==> src/rtl/fp_flopoco_wb_convert.sv <==
// Writeback stage behind the FP div/sqrt unit: converts FloPoCo results to binary32 and
// queues them in an in-order FIFO in front of the register-file writeback arbiter.
module fp_flopoco_wb_convert #(
   parameter int          DEPTH         = 2,
   parameter int          ID_WIDTH      = 3,
   parameter logic [31:0] CANONICAL_NAN = 32'h7FC00000
) (
   input  logic                clk,
   input  logic                rst,
   input  logic                in_done,
   input  logic [ID_WIDTH-1:0] in_id,
   input  logic [33:0]         in_rd,
   output logic                in_ack,
   output logic                out_done,
   output logic [ID_WIDTH-1:0] out_id,
   output logic [31:0]         out_rd,
   output logic                out_is_nan,
   output logic                out_is_inf,
   input  logic                out_ack
);

   localparam int PTR_W = $clog2(DEPTH);
   localparam int CNT_W = PTR_W + 1;
   localparam logic [CNT_W-1:0] FULL_CNT = CNT_W'(DEPTH);

   // Handshake: a beat moves on a side only in a cycle where its done and ack are both high.
   // in_ack looks only at registered occupancy, so out_ack never reaches it combinationally.

   logic [PTR_W-1:0]    wr_ptr_q, wr_ptr_d;
   logic [PTR_W-1:0]    rd_ptr_q, rd_ptr_d;
   logic [CNT_W-1:0]    count_q, count_d;

   logic [ID_WIDTH-1:0] id_mem_q  [DEPTH];
   logic [31:0]         rd_mem_q  [DEPTH];
   logic                nan_mem_q [DEPTH];
   logic                inf_mem_q [DEPTH];

   logic        push, pop, empty;
   logic [31:0] conv_rd;
   logic        conv_nan, conv_inf;

   // NaN payload and sign are dropped so every NaN leaves the unit in one canonical form.
   always_comb begin
      conv_rd  = 32'h0;
      conv_nan = 1'b0;
      conv_inf = 1'b0;
      case (in_rd[33:32])
         2'b00: conv_rd = {in_rd[31], 31'h0};
         2'b01: conv_rd = in_rd[31:0];
         2'b10: begin
            conv_rd  = {in_rd[31], 8'hFF, 23'h0};
            conv_inf = 1'b1;
         end
         default: begin
            conv_rd  = CANONICAL_NAN;
            conv_nan = 1'b1;
         end
      endcase
   end

   assign empty  = (count_q == '0);
   assign in_ack = (count_q < FULL_CNT);
   assign push   = in_done && in_ack;
   assign pop    = !empty && out_ack;

   always_comb begin
      wr_ptr_d = wr_ptr_q;
      rd_ptr_d = rd_ptr_q;
      count_d  = count_q;
      if (push) wr_ptr_d = wr_ptr_q + PTR_W'(1);
      if (pop)  rd_ptr_d = rd_ptr_q + PTR_W'(1);
      if (push && !pop)      count_d = count_q + CNT_W'(1);
      else if (pop && !push) count_d = count_q - CNT_W'(1);
   end

   always_ff @(posedge clk or negedge rst) begin
      if (!rst) begin
         wr_ptr_q <= '0;
         rd_ptr_q <= '0;
         count_q  <= '0;
      end else begin
         wr_ptr_q <= wr_ptr_d;
         rd_ptr_q <= rd_ptr_d;
         count_q  <= count_d;
      end
   end

   // Storage needs no reset: entries are only visible once count covers them.
   always_ff @(posedge clk) begin
      if (push) begin
         id_mem_q[wr_ptr_q]  <= in_id;
         rd_mem_q[wr_ptr_q]  <= conv_rd;
         nan_mem_q[wr_ptr_q] <= conv_nan;
         inf_mem_q[wr_ptr_q] <= conv_inf;
      end
   end

   assign out_done   = !empty;
   assign out_id     = empty ? '0    : id_mem_q[rd_ptr_q];
   assign out_rd     = empty ? 32'h0 : rd_mem_q[rd_ptr_q];
   assign out_is_nan = empty ? 1'b0  : nan_mem_q[rd_ptr_q];
   assign out_is_inf = empty ? 1'b0  : inf_mem_q[rd_ptr_q];

endmodule

==> config.mk <==
export PLATFORM = sky130hd
export DESIGN_NAME = fp_flopoco_wb_convert
export DESIGN_NICKNAME = d
export VERILOG_FILES = /design/src/rtl/fp_flopoco_wb_convert.sv
export SDC_FILE = /design/constraint.sdc
export NUM_CORES = 1
export LEC_CHECK = 0
export ABC_AREA = 1
export CAP_MARGIN = 10
export CELL_PAD_IN_SITES_DETAIL_PLACEMENT = 1
export CELL_PAD_IN_SITES_GLOBAL_PLACEMENT = 1
export CORE_MARGIN = 10
export CORE_UTILIZATION = 39
export DETAILED_ROUTE_END_ITERATION = 16
export GPL_TIMING_DRIVEN = 1
export MAX_ROUTING_LAYER = met4
export PLACE_DENSITY_LB_ADDON = 0.08
export SYNTH_ARGS = -nofsm -noshare
export SYNTH_HDL_FRONTEND = slang
export SYNTH_SLANG_ARGS = --single-unit
==> constraint.sdc <==
create_clock -name clk -period 2.95 [get_ports clk]
set_input_delay 0.59 -clock clk [delete_from_list [all_inputs] [get_ports clk]]
set_output_delay 0.59 -clock clk [all_outputs]
set_load 0.05 [all_outputs]
==> results_dict.tcl <==
set metrics [dict create \
    outcome "completed" \
    synthArstFlopShare_pct 5.13 \
    synthDistinctLibCells 18 \
    maxCapViolations 0 \
    critical_path.slowest_cell "buf_4" \
    worstPathArrival_ns 1.82 \
    instances_no_fill 491 \
    clockRootBuffer "clkbuf_8" \
    synth_top_area_cell "edfxtp_1" \
    ctsResizeCount 0 \
    grt_pass1_vias 2629 \
    reg2reg_from "count_q[1]" \
    area_growth_pct 27.5 \
    wl_per_cell_um 16.3 \
    slew-limit-headroom_pct 59.2 \
    yosys_warnings 0 \
    rows 34 \
    cp-startpoint "count_q[0]" \
    path_class "register to primary output" \
    synth_area_um2 3410 \
    dr.pass1.iters 4 \
    synthCells 297 \
    hold_buffers 0 \
    clk_latency_ns 0.34 \
    layout-drive-gt1-share_pct 24.5 \
    power_density_nw_per_um2 1140 \
    vias_per_cell 4.67 \
    dp.cells 477 \
    setup_viol 0 \
    max_freq_mhz 415 \
    die_w_um 113 \
    ioPinCount 80 \
    crit_path_end_kind "primary output" \
    finalHoldViolCount 0 \
    drtAntennaViolNets 0 \
    clock_skew_ns 0.00915 \
    grt.total_usage_pct 13.2 \
    die_h_um 113 \
    antenna_found_initial 0 \
    dp_hpwl_um 5540 \
    fin_nets 422 \
    final_cell_area_um2 4340 \
    gp_congestion 0.696 \
    worst_setup_path_start_kind "register" \
    cts_buffer_depth 2 \
    critPathMaxFanout 37 \
    crit_end "out_is_inf" \
    synth_edf_count 74 \
    dieArea_um2 12900 \
    synthFlopType "edfxtp_1" \
    slew_viol_final 0 \
    max_stage_delay_ns 0.49 \
    grt_pass1_wl_um 13000 \
    ys_seq_area_share_pct 68.2 \
    place.port_buffers 79 \
    hold_path_class "primary input to async pin" \
    grt_max_degree 39 \
    fin_crit_sh_pct 81.7 \
    r2r-end "rd_mem_q[0][1]" \
    synthTopCellsByArea "edfxtp_1 65%, nand2_1 11%, a21oi_2 7.7%" \
    r2r_cells 4 \
    start_util_pct 39.6 \
    cts_tree "done" \
    leakage_nw 1.76 \
    n_antenna_cell 0 \
    yosysTopAreaCellShare_pct 65.2 \
    rsz0062_at_grt "false" \
    ys_seq_elements 78 \
    drt_iter0_markers 79 \
    crit_chain "nor2_4 > buf_4 > a21oi_1 > buf_4" \
    r2r_slack_ns 1.13 \
    drc 0 \
    worst_ep_required_time_ns 2.36 \
    cts.clk_slew.worst_paths_ns 0.07 \
    avgSynthCellArea_um2 11.5 \
    grt-ovfl-total 0 \
    placed_area_um2 4190 \
    vdd_drop_max_mv 0.458 \
    drt-total-wl_um 8020 \
    cts_buffers 9 \
    crit_path_frequent_cell "buf_4" \
    core_region_area_um2 8590 \
    vias 2295 \
    cts_htree_levels 3 \
    postCtsSetupBuffers 0 \
    synth_most_common_cell "nand2_1" \
    synth_nets 339 \
    worst_slew_pin_slew_ns 0.612 \
    cts_sinks 78 \
    min_period_ns 2.41 \
    synth_commonest_cells "100 x nand2_1, 74 x edfxtp_1, 31 x inv_1" \
]
[placed cells by master (no fill, tap or decap), types with 2 or more instances in the layout]
| master | Yosys | routed |
|---|---|---|
| nand3_1 | 2 | 2 |
| clkbuf_8 | 0 | 9 |
| nor2_4 | 0 | 3 |
| a21oi_1 | 7 | 7 |
| nor2_1 | 26 | 24 |
| inv_1 | 31 | 31 |
| clkdlybuf4s50_1 | 0 | 42 |
| nand2_1 | 100 | 100 |
| edfxtp_1 | 74 | 74 |
| buf_4 | 2 | 45 |
| clkinv_2 | 0 | 4 |
| inv_2 | 2 | 2 |
| dfrtp_1 | 4 | 4 |
| a21oi_2 | 30 | 30 |
[metal layers]
layer / part of all wire [%] / routed length, um / global-route usage [%] / vias up
met1: 42 / 3350 / 14.6 / 1101
li1: - / - / - / 1132
met3: 3.8 / 302 / 2.62 / 8
met2: 53 / 4270 / 22.8 / 54
met5: 0 / 0 / - / -
met4: 1.3 / 102 / 5.08 / 0
[metrics by stage]
stage / hold WS, ns / TNS, ns / util, % / setup slack (ns) / total power [mW]
global route: 0.462 / 0 / 50.5 / 0.404 / 5.25
floorplan: 0.294 / -0.442 / - / -0.00597 / 3.62
detailed placement: 0.556 / 0 / 48.8 / 0.566 / 4.40
CTS: 0.453 / 0 / 50.5 / 0.494 / 5.05
global placement: 0.536 / 0 / 48.8 / 0.592 / 4.36
finish: 0.461 / 0 / 50.5 / 0.540 / 4.96
[worst max-delay path: cells and delay by family, from the launching register on]
| family | cells | cell delay (ns) |
|---|---|---|
| AOI/OAI and AO/OA | 1 | 0.14 |
| DFF | 1 | 0.44 |
| buffers and inverters | 2 | 0.72 |
| and+or+nand+nor | 1 | 0.14 |
[sequential cells by signal, indices dropped and copies added, names as in the netlist]
name,flops
rd_mem_q,64
count_q,2
rd_ptr_q,1
id_mem_q,6
wr_ptr_q,1
nan_mem_q,2
inf_mem_q,2
[worst min-delay path by stage]
stage	slack, ns	end	cells after the start
floorplan	0.29	count_q[0]	0
global placement	0.54	count_q[1]	2
detailed placement	0.56	count_q[1]	2
CTS	0.45	rd_ptr_q	1
global route	0.46	rd_ptr_q	1
finish	0.46	count_q[1]	1
[power by group]
group          internal [mW]  total (mW)  switching (mW)
combinational          0.748        2.76            2.01
sequential              1.48        1.55          0.0754
clock                  0.291       0.652           0.361
total                   2.52        4.96            2.45
[cell type report]
cell class,instances,area (um^2)
Multi-Input combinational cell,171,851
Fill cell,955,4250
Timing Repair Buffer,87,758
Inverter,33,124
Tap cell,108,135
Sequential cell,78,2320
Clock inverter,5,28.8
Clock buffer,9,124
[logic make-up after synthesis]
kind of cell / share of synthesized area [%]
xor gates and xnor gates: 0.514
and+or+nand+nor: 14.5
DFF: 68.2
adders and majority gates: 0.367
buffers and inverters: 7.45
AOI/OAI and AO/OA: 8.96
(Power assumes the default switching activity.)
